==> src/rtl/vga_pattern_gen.sv <==
// vga_pattern_gen: parametrised VGA timing and four-mode test-pattern generator.
// Ports: CLOCK_50/RESET_N (async, active low) in; MODE selects the pattern and is
// sampled at frame wrap only; VGA_R/G/B colour data, VGA_CLK pixel clock,
// VGA_BLANK (1 = visible), VGA_HS/VGA_VS syncs, and FRAME_START, a one-cycle
// pulse when the counters wrap to (0,0).
module vga_pattern_gen #(
  parameter int H_ACTIVE = 640,
  parameter int H_FP = 16,
  parameter int H_SYNC = 96,
  parameter int H_BP = 48,
  parameter int V_ACTIVE = 480,
  parameter int V_FP = 10,
  parameter int V_SYNC = 2,
  parameter int V_BP = 33,
  parameter bit HS_POL = 1'b0,
  parameter bit VS_POL = 1'b0,
  parameter int CLK_DIV = 2,
  parameter int COLOR_W = 10,
  parameter int CHK_BIT = 5
) (
  input  logic               CLOCK_50,
  input  logic               RESET_N,
  input  logic [1:0]         MODE,
  output logic [COLOR_W-1:0] VGA_R,
  output logic [COLOR_W-1:0] VGA_G,
  output logic [COLOR_W-1:0] VGA_B,
  output logic               VGA_CLK,
  output logic               VGA_BLANK,
  output logic               VGA_HS,
  output logic               VGA_VS,
  output logic               FRAME_START
);
  localparam int H_TOTAL = H_ACTIVE + H_FP + H_SYNC + H_BP;
  localparam int V_TOTAL = V_ACTIVE + V_FP + V_SYNC + V_BP;
  // Counters are wide enough for the totals and for the fixed bit taps (bit 6, [7:0], CHK_BIT).
  localparam int CW_T = $clog2(H_TOTAL) > $clog2(V_TOTAL) ? $clog2(H_TOTAL) : $clog2(V_TOTAL);
  localparam int CW_C = CHK_BIT + 1 > 8 ? CHK_BIT + 1 : 8;
  localparam int CW = CW_T > CW_C ? CW_T : CW_C;
  localparam int DW = $clog2(CLK_DIV);
  localparam int BAR_W = H_ACTIVE / 8;
  localparam int BW = BAR_W > 1 ? $clog2(BAR_W) : 1;
  localparam logic [CW-1:0] H_LAST = CW'(H_TOTAL - 1);
  localparam logic [CW-1:0] V_LAST = CW'(V_TOTAL - 1);
  localparam logic [CW-1:0] H_VIS = CW'(H_ACTIVE);
  localparam logic [CW-1:0] V_VIS = CW'(V_ACTIVE);
  localparam logic [CW-1:0] HS_BEG = CW'(H_ACTIVE + H_FP);
  localparam logic [CW-1:0] HS_END = CW'(H_ACTIVE + H_FP + H_SYNC);
  localparam logic [CW-1:0] VS_BEG = CW'(V_ACTIVE + V_FP);
  localparam logic [CW-1:0] VS_END = CW'(V_ACTIVE + V_FP + V_SYNC);
  localparam logic [DW-1:0] DIV_LAST = DW'(CLK_DIV - 1);
  localparam logic [DW-1:0] DIV_HALF = DW'(CLK_DIV / 2);
  localparam logic [BW-1:0] BAR_LAST = BW'(BAR_W - 1);
  localparam logic [COLOR_W-1:0] FULL = '1;

  logic [DW-1:0] div_cnt, div_nxt;
  logic pix_ce, h_wrap, v_wrap, vis, hs_on, vs_on, bar_on;
  logic [CW-1:0] h_cnt, v_cnt;
  logic [BW-1:0] bar_pos;
  logic [3:0] bar_idx;
  logic [1:0] mode_q;
  logic [7:0] frame_cnt, scroll;
  logic [COLOR_W-1:0] r_n, g_n, b_n;

  assign pix_ce = div_cnt == DIV_LAST;
  assign div_nxt = pix_ce ? '0 : div_cnt + DW'(1);
  assign h_wrap = h_cnt == H_LAST;
  assign v_wrap = v_cnt == V_LAST;
  assign vis = h_cnt < H_VIS && v_cnt < V_VIS;
  assign hs_on = h_cnt >= HS_BEG && h_cnt < HS_END;
  assign vs_on = v_cnt >= VS_BEG && v_cnt < VS_END;
  assign scroll = h_cnt[7:0] + frame_cnt;
  // bar_idx saturates at 8, which covers the black remainder beyond 8 bars.
  assign bar_on = !bar_idx[3];

  always_comb begin
    r_n = '0;
    g_n = '0;
    b_n = '0;
    case (mode_q)
      2'd0: begin
        r_n = v_cnt[6] ? FULL : '0;
        g_n = h_cnt[6] ? FULL : '0;
        b_n = (h_cnt[6] && v_cnt[6]) ? FULL :
              (!h_cnt[6] && !v_cnt[6]) ? COLOR_W'(v_cnt[5:0]) << (COLOR_W - 6) : '0;
      end
      // Bar order white, yellow, cyan, green, magenta, red, blue, black falls out of the index bits.
      2'd1: begin
        r_n = {COLOR_W{bar_on & ~bar_idx[1]}};
        g_n = {COLOR_W{bar_on & ~bar_idx[2]}};
        b_n = {COLOR_W{bar_on & ~bar_idx[0]}};
      end
      2'd2: begin
        r_n = {COLOR_W{h_cnt[CHK_BIT] ^ v_cnt[CHK_BIT]}};
        g_n = {COLOR_W{h_cnt[CHK_BIT] ^ v_cnt[CHK_BIT]}};
        b_n = {COLOR_W{h_cnt[CHK_BIT] ^ v_cnt[CHK_BIT]}};
      end
      default: begin
        r_n = COLOR_W'(scroll) << (COLOR_W - 8);
        g_n = COLOR_W'(v_cnt[7:0]) << (COLOR_W - 8);
      end
    endcase
  end

  // VGA_CLK follows the upper half of the divider so pix_ce lands while it is high.
  always_ff @(posedge CLOCK_50 or negedge RESET_N)
    if (!RESET_N) begin
      div_cnt <= '0;
      VGA_CLK <= 1'b0;
      FRAME_START <= 1'b0;
    end else begin
      div_cnt <= div_nxt;
      VGA_CLK <= div_nxt >= DIV_HALF;
      FRAME_START <= pix_ce && h_wrap && v_wrap;
    end

  always_ff @(posedge CLOCK_50 or negedge RESET_N)
    if (!RESET_N) begin
      h_cnt <= '0;
      v_cnt <= '0;
      bar_pos <= '0;
      bar_idx <= '0;
      mode_q <= 2'd0;
      frame_cnt <= 8'd0;
    end else if (pix_ce) begin
      h_cnt <= h_wrap ? '0 : h_cnt + CW'(1);
      bar_pos <= (h_wrap || bar_pos == BAR_LAST) ? '0 : bar_pos + BW'(1);
      bar_idx <= h_wrap ? 4'd0 : (bar_pos == BAR_LAST && bar_on) ? bar_idx + 4'd1 : bar_idx;
      if (h_wrap) v_cnt <= v_wrap ? '0 : v_cnt + CW'(1);
      if (h_wrap && v_wrap) begin
        mode_q <= MODE;
        frame_cnt <= frame_cnt + 8'd1;
      end
    end

  always_ff @(posedge CLOCK_50 or negedge RESET_N)
    if (!RESET_N) begin
      VGA_R <= '0;
      VGA_G <= '0;
      VGA_B <= '0;
      VGA_BLANK <= 1'b0;
      VGA_HS <= ~HS_POL;
      VGA_VS <= ~VS_POL;
    end else if (pix_ce) begin
      VGA_R <= vis ? r_n : '0;
      VGA_G <= vis ? g_n : '0;
      VGA_B <= vis ? b_n : '0;
      VGA_BLANK <= vis;
      VGA_HS <= hs_on ? HS_POL : ~HS_POL;
      VGA_VS <= vs_on ? VS_POL : ~VS_POL;
    end
endmodule

==> config.mk <==
export PLATFORM = sky130hd
export DESIGN_NAME = vga_pattern_gen
export DESIGN_NICKNAME = d
export VERILOG_FILES = /design/src/rtl/vga_pattern_gen.sv
export SDC_FILE = /design/constraint.sdc
export NUM_CORES = 1
export LEC_CHECK = 0
export ABC_AREA = 0
export CAP_MARGIN = 20
export CORE_UTILIZATION = 40
export CTS_CLUSTER_DIAMETER = 80
export DETAILED_ROUTE_END_ITERATION = 6
export HOLD_SLACK_MARGIN = 0.1
export MAX_ROUTING_LAYER = met4
export PLACE_DENSITY = 0.66
export SKIP_LAST_GASP = 1
export SLEW_MARGIN = 10
export SYNTH_ARGS = -nofsm -noshare
export SYNTH_HDL_FRONTEND = slang
export SYNTH_SLANG_ARGS = --single-unit
==> constraint.sdc <==
create_clock -name CLOCK_50 -period 2.5 [get_ports CLOCK_50]
set_input_delay 0.5 -clock CLOCK_50 [delete_from_list [all_inputs] [get_ports CLOCK_50]]
set_output_delay 0.5 -clock CLOCK_50 [all_outputs]
set_load 0.05 [all_outputs]
==> results of run 1 <==
## per-layer routing
layer / wire length (µm) / up-vias
met5: 0 / -
met3: 361 / 4
li1: - / 1467
met4: 57 / 0
met1: 4192 / 1495
met2: 4140 / 62
## final timing paths
path | end | from | slack, ns | cells past startpoint
max | VGA_R[8]$_DFFE_PN0P_ | h_cnt[0]$_DFFE_PN0P_ | 0.29 | 6
min | VGA_B[8]$_DFFE_PN0P_ | VGA_B[8]$_DFFE_PN0P_ | 0.49 | 2
max reg2reg | VGA_R[8]$_DFFE_PN0P_ | h_cnt[0]$_DFFE_PN0P_ | 0.29 | 6
min reg2reg | VGA_B[8]$_DFFE_PN0P_ | VGA_B[8]$_DFFE_PN0P_ | 0.49 | 2
max in group asynchronous | VGA_HS$_DFFE_PN1P_ | RESET_N | 1.32 | 3
min in group asynchronous | VGA_R[8]$_DFFE_PN0P_ | RESET_N | 0.56 | 2
## final cells by class
type                            count  area (µm²)
Clock inverter                      7       121.4
Multi-Input combinational cell    277        1878
Tap cell                          129       161.4
Timing Repair Buffer               51       485.5
Fill cell                         903        4686
Inverter                           13       48.80
Sequential cell                    71        1779
Clock buffer                        9       123.9
## sequential cells by signal (all words and copies together), names as in the netlist, 2 cells and up
register and cells:
VGA_B 7, frame_cnt 8, h_cnt 10, VGA_G 9, mode_q 2, v_cnt 10
bar_pos 7, VGA_R 9, bar_idx 4
## logic make-up (layout without fill, tap and decap cells)
group	after synthesis	after routing	synth area share, %
AOI/OAI and AO/OA	80	80	15.47
buffers and inverters	35	80	4.819
DFF	71	71	46.30
muxes	5	5	1.368
xor gates and xnor gates	23	23	5.243
and+or+nand+nor	154	154	21.72
adders and majority gates	15	15	5.080
## synth_stat cells, types with 5 or more instances
library cell	number	area, µm²
a211oi_1	6	45.04
a21o_1	7	52.55
a21oi_1	8	40.04
and3_1	5	31.28
buf_4	5	37.54
clkbuf_1	9	33.78
dfrtp_1	69	1727
ha_1	14	175.2
inv_1	13	48.80
nand2_1	38	142.6
nand2b_1	10	62.56
nand3_1	23	115.1
nand4_1	9	56.30
nor2_1	32	120.1
nor3_1	9	45.04
o21ai_0	15	75.07
o2bb2ai_1	17	148.9
xnor2_1	8	70.07
xor2_1	15	131.4
## worst min-delay path: cells and delay by family, from the launching register on
family / cells / cell delay [ns]
DFF: 1 / 0.35
and+or+nand+nor: 2 / 0.10
## what timing repair did
| action | 4_1_cts | 5_1_grt |
|---|---|---|
| endpoints found under the hold margin | 9 | 0 |
| resized for setup | 0 | 0 |
| hold buffers | 1 | 0 |
## where the power goes
group | total, mW | internal, mW | leakage [nW] | switching, mW
Sequential | 1.15 | 1.15 | 0.820 | 0
Clock | 1.12 | 0.664 | 0.112 | 0.455
Combinational | 0.0318 | 0.00857 | 1.03 | 0.0232
## stage by stage
step	std cells	worst slack, ns	power, mW	util [%]
2_1_floorplan	383	0.4392	1.171	-
3_3_place_gp	540	0.3413	1.203	46.78
3_5_place_dp	540	0.3515	1.204	46.78
4_1_cts	557	0.2888	2.325	49.53
5_1_grt	557	0.08827	2.380	49.53
6_report	557	0.2890	2.298	49.53
==> reports/qor.csv, run 1 <==
stage,metric,value,unit
route,first_pass_iters,4,
worst_setup_path,startpoint_type,register,
sta,setup-tns-final,0,ns
floorplanning,rows,35,
grt,grt_overflow_total,0,
power,peakVddDrop,245.4,µV
grt,use_met1,27.65,%
grt,grt_busiest_layer,met2,
floorplanning,io_pins,39,
final_layout,final_common_cell,dfrtp_1,
worst_setup_path,worstPathRequired,2.72,ns
route,avgRoutedWirePerCell,15.71,µm
sta,finalClockSkew,0.01031,ns
flow_run,cap_violations,0,
grt,first_global_vias,3011,
worst_setup_path,worstPathCellList,ha_1 > fa_1 > a211o_1 > a21o_1 > a2111oi_0 > a211oi_1,
logic_synthesis,synth_area,0.003842,mm²
final_layout,fin_area,0.004598,mm²
worst_setup_path,path_buf_inv,0,
route,ant_nets,0,
route,drt_iter0_drc,137,
final_layout,most-common-layout-cells,"69 x dfrtp_1, 38 x nand2_1, 36 x clkdlybuf4s50_1",
logic_synthesis,yosysSeqAreaShare,46.30,%
worst_setup_path,worstPathArrival,2.43,ns
final_layout,drive_above_1_share,11.45,%
grt,grt_use_met2,29.71,%
floorplanning,start_util,41.39,%
clocking,cts_root_buf,clkbuf_8,
outcome,status,completed,
clocking,cts_sinks,71,
sta,fmax,452.3,MHz
final_layout,fin_nets,442,
logic_synthesis,syn_inst,383,
grt,grt_max_degree,43,
worst_setup_path,crit_type,reg -> reg,
sta,setup-violations-final,0,
clocking,clk_pin_slew,0.08,ns
logic_synthesis,synth-seq-cells,71,
sta,slew_headroom,59.16,%
worst_setup_path,endpoint_kind,register,
placement,port_buffers,38,
placement,postPlaceCellArea,0.004343,mm²
logic_synthesis,syn-num-nets,402,
route,drcViolationCount,0,
worst_setup_path,crit_family,compound AO/OA/AOI/OAI gates,
grt,antenna_found_initial,0,
sta,fin_crit,2.211,ns
sta,maxSlewViolCount,0,
clocking,cts_tree,built,
clocking,post_cts_buffers,0,
clocking,cts_buffers,9,
logic_synthesis,synth_edf_count,0,
floorplanning,die_w,100.0,µm
grt,grt_use_met3,4.875,%
sta,max_slew.worst_pin.slew,0.6075,ns
power,powerDensity,499.7,mW/mm²
sta,period_share,88.44,%
grt,grt_pass1_wl,15210,µm
sta,hold_viol,0,
clocking,ctsLongestPathBuffers,2,
placement,place_hpwl,6239,µm
min_path,hold_class,reg -> reg,
clocking,htree_levels,3,
worst_setup_path,cp_max_fo,6,
clocking,worstSkewPairLatency,0.35,ns
final_layout,area_growth,19.67,%
power,p_leak,1.960,nW
sta,holdWs,0.4877,ns
route,drt_wl_total,8751,µm
logic_synthesis,synthFlopType,dfrtp_1,
logic_synthesis,ys_warn_count,0,
route,vias,3028,
floorplanning,coreArea,0.009284,mm²
worst_setup_path,crit_slowest_cell,dfrtp_1,
final_layout,n_antenna_cell,0,
sta,rsz0062_at_grt,no,
floorplanning,die_h,100.0,µm
logic_synthesis,ys_types,59,
worst_setup_path,slowest_delay,0.45,ns
logic_synthesis,avgSynthCellArea,10.03,µm²
logic_synthesis,async_flop_share,100.0,%
grt,grt_use_total,20.13,%
placement,routabilityCongestion,0.8424,
floorplanning,die_area,0.01000,mm²
route,via_per_inst,5.436,
Power figures use the tool's default switching activity.
==> inputs of run 2 (changes only) <==
--- a/config.mk
+++ b/config.mk
@@ -7,12 +7,12 @@
 export LEC_CHECK = 0
 export ABC_AREA = 0
 export CAP_MARGIN = 20
-export CORE_UTILIZATION = 40
+export CORE_UTILIZATION = 35
 export CTS_CLUSTER_DIAMETER = 80
 export DETAILED_ROUTE_END_ITERATION = 6
 export HOLD_SLACK_MARGIN = 0.1
 export MAX_ROUTING_LAYER = met4
-export PLACE_DENSITY = 0.66
+export PLACE_DENSITY = 0.6
 export SKIP_LAST_GASP = 1
 export SLEW_MARGIN = 10
 export SYNTH_ARGS = -nofsm -noshare
==> reports/qor.csv, run 2 (synthesis results as in run 1) <==
stage,metric,value,unit
outcome,status,completed,
worst_setup_path,worstPathArrival,2.44,ns
clocking,cts_tree,built,
route,drt_wl_total,8903,µm
sta,period_share,88.87,%
sta,fmax,450.1,MHz
power,p_leak,1.959,nW
grt,use_met1,23.44,%
final_layout,fin_nets,440,
final_layout,regArea,0.001779,mm²
final_layout,n_antenna_cell,0,
power,clock_power_share,48.9,%
grt,grt_busiest_layer,met2,
worst_setup_path,crit_type,reg -> reg,
clocking,cts_sinks,71,
clocking,cts_hold_buf,0,
grt,grt_max_degree,48,
floorplanning,io_pins,39,
power,p_int,1.820,mW
grt,antenna_found_initial,0,
sta,setup-violations-final,0,
power,net-switching-power,0.4855,mW
floorplanning,coreArea,0.01046,mm²
placement,place_hpwl,6433,µm
worst_setup_path,cp_max_fo,6,
placement,port_buffers,38,
sta,slew_headroom,56.51,%
worst_setup_path,slowest_delay,0.44,ns
clocking,clk_pin_slew,0.08,ns
clocking,cts_root_buf,clkbuf_8,
route,first_pass_iters,5,
sta,fin_crit,2.222,ns
sta,max_slew.worst_pin.slew,0.6524,ns
worst_setup_path,r2r-start,h_cnt[0]$_DFFE_PN0P_,
power,power_frac_comb,1.3,%
worst_setup_path,worstPathCellList,ha_1 > fa_1 > a211o_1 > a21o_1 > a2111oi_0 > a211oi_1,
worst_setup_path,startpoint,h_cnt[0]$_DFFE_PN0P_,
worst_setup_path,worstPathRequired,2.72,ns
sta,rsz0062_at_grt,no,
final_layout,final_common_cell,dfrtp_1,
placement,postPlaceCellArea,0.004344,mm²
grt,grt_use_met2,25.99,%
route,via_per_inst,5.310,
worst_setup_path,path_buf_inv,0,
power,peakVddDrop,337.9,µV
placement,routabilityCongestion,0.8172,
worst_setup_path,crit_family,compound AO/OA/AOI/OAI gates,
min_path,hold_class,in -> async,
final_layout,area_growth,19.41,%
clocking,htree_levels,3,
power,powerDensity,502.5,mW/mm²
grt,first_global_vias,2954,
floorplanning,die_w,106.8,µm
final_layout,multiInputGateArea,0.001878,mm²
grt,grt_use_total,17.35,%
final_layout,n_fill_cell,1030,
sta,finalClockSkew,0.01137,ns
sta,hold_viol,0,
sta,maxSlewViolCount,0,
clocking,post_cts_buffers,0,
floorplanning,start_util,36.73,%
clocking,cts_buffers,9,
final_layout,largestRegisters,"h_cnt x10, v_cnt x10",
clocking,cts_resized,0,
power,switching_share,21.06,%
clocking,worstSkewPairLatency,0.35,ns
floorplanning,die_h,106.8,µm
grt,grt_pass1_wl,14960,µm
floorplanning,die_area,0.01140,mm²
flow_run,cap_violations,0,
grt,grt_use_met3,3.526,%
grt,grt_overflow_total,0,
clocking,ctsLongestPathBuffers,2,
sta,setup-tns-final,0,ns
power,seqPwrFrac,49.8,%
worst_setup_path,crit_slowest_cell,dfrtp_1,
route,avgRoutedWirePerCell,15.84,µm
route,vias,2984,
worst_setup_path,endpoint_kind,register,
final_layout,fin_area,0.004588,mm²
route,ant_nets,0,
route,drcViolationCount,0,
worst_setup_path,startpoint_type,register,
power,power,2.306,mW
final_layout,most-common-layout-cells,"69 x dfrtp_1, 38 x nand2_1, 36 x clkdlybuf4s50_1",
floorplanning,rows,37,
worst_setup_path,r2r_setup_slack,0.28,ns
final_layout,drive_above_1_share,11.27,%
route,drt_iter0_drc,159,
-- run 2: cell types whose count changed in the layout (fill, tap and decap cells not counted), sizes merged --
cell / previous run / this run
buf: 14 / 13
clkinv: 1 / 2
clkinvlp: 3 / 1
dlygate4sd3: 1 / 0
inv: 13 / 14
-- run 2: cell type report --
type	count	share of cell area, %
Multi-Input combinational cell	277	40.93
Sequential cell	71	38.78
Timing Repair Buffer	49	10.20
Tap cell	136	3.709
Clock buffer	9	2.700
Clock inverter	7	2.618
Inverter	13	1.064
-- run 2: worst reg2reg max path, delay by kind of cell, from the launching register on --
kind	cells	cell delay (ns)
flops	1	0.44
fa+ha+maj	2	0.70
compound gates	4	0.97
-- run 2: metal layers --
metal  part of all wire (%)  routed length, µm  up-vias
met5                      0                  0        -
met4                    1.5                130        0
met3                    5.0                441       13
met2                     46               4073       83
met1                     48               4258     1437
li1                       -                  -     1451
-- run 2: final timing paths --
check / endpoint / cells after the start
worst max-delay path: VGA_R[8]$_DFFE_PN0P_ / 6
worst min-delay path: VGA_R[8]$_DFFE_PN0P_ / 1
worst max register to register: VGA_R[8]$_DFFE_PN0P_ / 6
worst min register to register: VGA_BLANK$_DFFE_PN0P_ / 1
max in group asynchronous: VGA_VS$_DFFE_PN1P_ / 2
min in group CLOCK_50: VGA_BLANK$_DFFE_PN0P_ / 1
-- run 2: power by group through the flow --
stage / clock network, mW / registers [mW] / logic [mW]
global placement: 0 / 1.17 / 0.0329
detailed placement: 0 / 1.17 / 0.0335
finish: 1.13 / 1.15 / 0.0304
CTS: 1.17 / 1.15 / 0.0336
floorplan: 0 / 1.17 / 0.0000343
global route: 1.22 / 1.15 / 0.0364
-- run 2: through the flow --
stage          util [%]  setup WS (ns)  hold WS (ns)  std cells
2_1_floorplan         -         0.4392        0.2044        383
3_3_place_gp      41.52         0.3576        0.4720        546
3_5_place_dp      41.52         0.3062        0.4719        546
4_1_cts           43.85         0.2923        0.1884        562
5_1_grt           43.85         0.1308        0.2050        562
6_report          43.85         0.2783        0.1662        562
==> edit 1 (settings of run 2) <==
Put one more register stage on the output `VGA_HS`. The value now appears one clock later. The other outputs are not delayed to match. Comments in the files are not updated.
--- a/src/rtl/vga_pattern_gen.sv
+++ b/src/rtl/vga_pattern_gen.sv
@@ -51,6 +51,8 @@
   localparam logic [DW-1:0] DIV_HALF = DW'(CLK_DIV / 2);
   localparam logic [BW-1:0] BAR_LAST = BW'(BAR_W - 1);
   localparam logic [COLOR_W-1:0] FULL = '1;
+
+  logic VGA_HS_s0;
 
   logic [DW-1:0] div_cnt, div_nxt;
   logic pix_ce, h_wrap, v_wrap, vis, hs_on, vs_on, bar_on;
@@ -138,15 +140,19 @@
       VGA_G <= '0;
       VGA_B <= '0;
       VGA_BLANK <= 1'b0;
-      VGA_HS <= ~HS_POL;
+      VGA_HS_s0 <= ~HS_POL;
       VGA_VS <= ~VS_POL;
     end else if (pix_ce) begin
       VGA_R <= vis ? r_n : '0;
       VGA_G <= vis ? g_n : '0;
       VGA_B <= vis ? b_n : '0;
       VGA_BLANK <= vis;
-      VGA_HS <= hs_on ? HS_POL : ~HS_POL;
+      VGA_HS_s0 <= hs_on ? HS_POL : ~HS_POL;
       VGA_VS <= vs_on ? VS_POL : ~VS_POL;
     end
+  always_ff @(posedge CLOCK_50) begin
+    VGA_HS <= VGA_HS_s0;
+  end
+
 endmodule
 
Behaviour: same outputs for any inputs over 10 cycles, from zero or initial values and one cycle with RESET_N low; that may be too few to reach the edited logic, so the function may still have changed.
==> edit 1 against run 2 <==
Setup slack better by 33 ps; worst hold slack got worse by 43 ps; sequential cell count up 1; area after synthesis shrank 1.1%; total power grew 1.4%; routed wire length is 1.9% lower; final area fell by 1.2%; first-iteration DRC count rose by 3.8%; via count fell by 0.60%; combinational power rose by 6%; largest cell class unchanged; highest routed layer unchanged.
==> edit 1: results (changes against run 2) <==
LOGIC SYNTHESIS
------------------------------------------------------------------------------------
Net count of the mapped netlist .......................................          392   was 402
Parity-gate share of the synthesized area counting xor and xnor cells .        5.53%   was 5.24%
Fraction of the mapped netlist area in compound gates .................        15.9%   was 15.5%
Most used standard cells in the synthesized netlist ................... dfrtp_1 (69), nor2_1 (31), nand2_1 (23)   was dfrtp_1 (69), nand2_1 (38), nor2_1 (32)
Post-synth cell types .................................................           60   was 59
Top cells by area, synth .............................................. dfrtp_1 (45%), ha_1 (4.6%), xor2_1 (3.5%)   was dfrtp_1 (45%), ha_1 (4.6%), o2bb2ai_1 (3.9%)
Adder-Cell Fraction of Synth Area .....................................        5.14%   was 5.08%
Share of synthesized area occupied by flip-flops and latches ..........        47.3%   was 46.3%
Share of synthesized flip-flops with an asynchronous set or reset .....        98.6%   was 100%
Average size of a mapped cell .........................................     10.2 um2   was 10.0 um2

POWER
------------------------------------------------------------------------------------
Leak Pwr ..............................................................      2.03 nW   was 1.96 nW
Internal Pwr Total ....................................................    0.00184 W   was 0.00182 W
VDD IR max ............................................................       341 uV   was 338 uV

GLOBAL ROUTING
------------------------------------------------------------------------------------
Via count of the first global-routing pass ............................         2933   was 2954
Pin count of the biggest net entering global routing ..................           31   was 48
First-pass GRT wire length ............................................     14900 um   was 15000 um
Met2 track demand over resource in global routing .....................        28.0%   was 26.0%
Global-route track usage on met1 ......................................        21.7%   was 23.4%

DETAILED ROUTING
------------------------------------------------------------------------------------
Met2 Wirelength .......................................................      4250 um   was 4070 um
M1 WL .................................................................      4040 um   was 4260 um
First DRT Iteration DRCs ..............................................          165   was 159
Routed met3 length ....................................................       303 um   was 441 um
Total vias in the final route .........................................         2966   was 2984

WORST SETUP PATH
------------------------------------------------------------------------------------
Slowest stage cell on the critical path ............................... clkdlybuf4s50_1   was dfrtp_1
Family of cells with the greatest summed delay on the critical path ... buffers and inverters   was compound AO/OA/AOI/OAI gates
Highest net fanout along the worst path ...............................            2   was 6
Worst setup path endpoint .............................................       VGA_VS   was VGA_R[8]
Data required, critical path ..........................................      2000 ps   was 2720 ps
Largest stage delay on the critical path ..............................       790 ps   was 440 ps
Critical Path Start ...................................................       VGA_VS   was h_cnt[0]

STA
------------------------------------------------------------------------------------
Worst-case headroom to the max-slew limit .............................        61.6%   was 56.5%
Final worst path period need ..........................................      2190 ps   was 2220 ps
Skew final ............................................................      13.8 ps   was 11.4 ps

STATUS
------------------------------------------------------------------------------------
Result of the run .....................................................    completed   unchanged

CLOCK TREE
------------------------------------------------------------------------------------
H-tree level count ....................................................            3   unchanged

LAYOUT
------------------------------------------------------------------------------------
Fillcell total ........................................................          992   was 1030
Area occupied by registers ............................................     1800 um2   was 1780 um2
Final instance count without filler cells .............................          549   was 562
Final layout net count ................................................          427   was 440
Fraction of final layout cells sized beyond drive strength 1 ..........        10.4%   was 11.3%

PLACED DESIGN
------------------------------------------------------------------------------------
Sum of net half-perimeters after detailed placement ...................      6200 um   was 6430 um
Place WS ..............................................................       330 ps   was 306 ps

[edit 1: how the worst min path moves through the flow]
stage | from | end | slack [ps] | depth (start not counted)
2_1_floorplan | RESET_N | FRAME_START | 200 | 0
3_3_place_gp | VGA_HS_s0 | VGA_HS | 410 | 0
3_5_place_dp | VGA_HS_s0 | VGA_HS | 410 | 0
4_1_cts | RESET_N | VGA_G[4] | 130 | 1
5_1_grt | RESET_N | VGA_G[4] | 140 | 1
6_report | RESET_N | VGA_G[4] | 120 | 1
[edit 1: worst reg2reg max path, cell delays in order, from the launching register on]
cell       delay (ps)
dfrtp_1           410
ha_1              250
fa_1              440
a211o_1           300
a21o_1            160
a2111oi_0         410
a211oi_1           90
[edit 1: layout make-up]
type	count	share of cell area, %
multi-input cells	259	39.7
well taps	136	3.75
inverters	19	1.57
clock buffers	10	2.81
flip-flops and latches	72	39.7
clock inverters	6	2.54
repair buffers	47	9.93
==> edit 2 (config.mk and constraints of run 2) <==
Without the edit above. Set the parameter `H_FP` to 32 (it was 16).
--- a/src/rtl/vga_pattern_gen.sv
+++ b/src/rtl/vga_pattern_gen.sv
@@ -5,7 +5,7 @@
 // pulse when the counters wrap to (0,0).
 module vga_pattern_gen #(
   parameter int H_ACTIVE = 640,
-  parameter int H_FP = 16,
+  parameter int H_FP = 32,
   parameter int H_SYNC = 96,
   parameter int H_BP = 48,
   parameter int V_ACTIVE = 480,
Check against the original RTL: same outputs for any inputs over 10 cycles, from zero or initial values and one cycle with RESET_N low; that may be too few to reach the edited logic, so the function may still have changed.
==> edit 2 against run 2 <==
Setup slack worse by 46 ps; synthesized cell count down 7.3%; total power rose by 2.5%; routed wire length down 12%; final area fell by 5.0%; area after synthesis is 6.3% lower; count of clock-buffer cells in the layout unchanged; sequential cell count unchanged; highest routed layer unchanged.
==> edit 2: results (changes against run 2) <==
LOGIC SYNTHESIS
----------------------------------------------------------------------------------
Net count of the mapped netlist .....................................          373   was 402
Share of synthesized area occupied by flip-flops and latches ........        49.4%   was 46.3%
Top cells by area, synth ............................................ dfrtp_1 (48%), nor2_1 (4.6%), ha_1 (4.5%)   was dfrtp_1 (45%), ha_1 (4.6%), o2bb2ai_1 (3.9%)
Post-synth cell types ...............................................           52   was 59
Most used standard cells in the synthesized netlist ................. dfrtp_1 (69), nor2_1 (44), nand2_1 (38)   was dfrtp_1 (69), nand2_1 (38), nor2_1 (32)
Portion of netlist area occupied by mux cells .......................        2.09%   was 1.37%
Fraction of the mapped netlist area in compound gates ...............        11.3%   was 15.5%

WORST SETUP PATH
----------------------------------------------------------------------------------
Arrival time at the worst endpoint ..................................      2500 ps   was 2440 ps
Reg2Reg Launch Point ................................................     v_cnt[1]   was h_cnt[0]
Reg-to-Reg End ...................................................... frame_cnt[1]   was VGA_R[8]
Slowest stage cell on the critical path .............................       or4b_4   was dfrtp_1
Family of cells with the greatest summed delay on the critical path . simple AND/OR/NAND/NOR gates   was compound AO/OA/AOI/OAI gates
Largest stage delay on the critical path ............................       460 ps   was 440 ps
Highest net fanout along the worst path .............................           12   was 6
Worst reg-to-reg setup slack ........................................       230 ps   was 280 ps

LAYOUT
----------------------------------------------------------------------------------
Final layout net count ..............................................          412   was 440
Fin area ............................................................     4360 um2   was 4590 um2
Fraction of final layout cells sized beyond drive strength 1 ........        10.3%   was 11.3%
Final core utilization ..............................................        44.2%   was 43.9%
#MultiIn Comb .......................................................          253   was 277
Combined area of the multi-input logic cells ........................     1650 um2   was 1880 um2
Fillcell total ......................................................          947   was 1030
Non-clock inverter total of the final layout ........................           10   was 13

PLACED DESIGN
----------------------------------------------------------------------------------
Placed instance count ...............................................          516   was 546
Routability cong. ...................................................        0.873   was 0.817
Area after DPL ......................................................     4100 um2   was 4340 um2
Sum of net half-perimeters after detailed placement .................      5540 um   was 6430 um

DETAILED ROUTING
----------------------------------------------------------------------------------
First DRT Iteration DRCs ............................................           84   was 159
Average detailed-routed wire length per instance ....................      14.8 um   was 15.8 um

GLOBAL ROUTING
----------------------------------------------------------------------------------
Pin count of the biggest net entering global routing ................           72   was 48
Combined global-route utilization of all metal layers ...............        16.9%   was 17.3%

POWER
----------------------------------------------------------------------------------
Power spent charging and discharging nets ...........................   0.000452 W   was 0.000486 W
Part of the power in the clock network ..............................        50.2%   was 48.9%
VDD IR max ..........................................................       327 uV   was 338 uV
Power drawn by the combinational cells ..............................  0.0000296 W   was 0.0000304 W
Leak Pwr ............................................................      2.03 nW   was 1.96 nW
Internal Pwr Total ..................................................    0.00191 W   was 0.00182 W

STA
----------------------------------------------------------------------------------
Transition at the pin with the smallest max-transition slack ........       568 ps   was 652 ps

STATUS
----------------------------------------------------------------------------------
Result of the run ...................................................    completed   unchanged

## edit 2: cell types whose count changed after synthesis, sizes merged, moves of 5 or more
cell | run 2 | this run
nand2b | 10 | 4
a211oi | 6 | 1
nor3 | 9 | 4
a211o | 5 | 0
xnor2 | 8 | 16
nand3 | 24 | 13
nand4 | 9 | 15
nor2 | 33 | 44
## edit 2: per-layer routing
layer  GRT usage [%]  vias to the layer above  share of wire (%)
li1                -                     1322                  -
met5               -                        -                  0
met2            24.2                       53                 43
met3            4.10                       10                3.6
met1            23.6                     1328                 52
met4            5.20                        0                1.3
## edit 2: per-stage QoR
| stage | hold slack [ps] | worst slack, ps |
|---|---|---|
| 6_report | 179 | 232 |
| 5_1_grt | 191 | 125 |
| 4_1_cts | 182 | 112 |
| 3_5_place_dp | 472 | 131 |
| 3_3_place_gp | 474 | 165 |
| 2_1_floorplan | 204 | 356 |
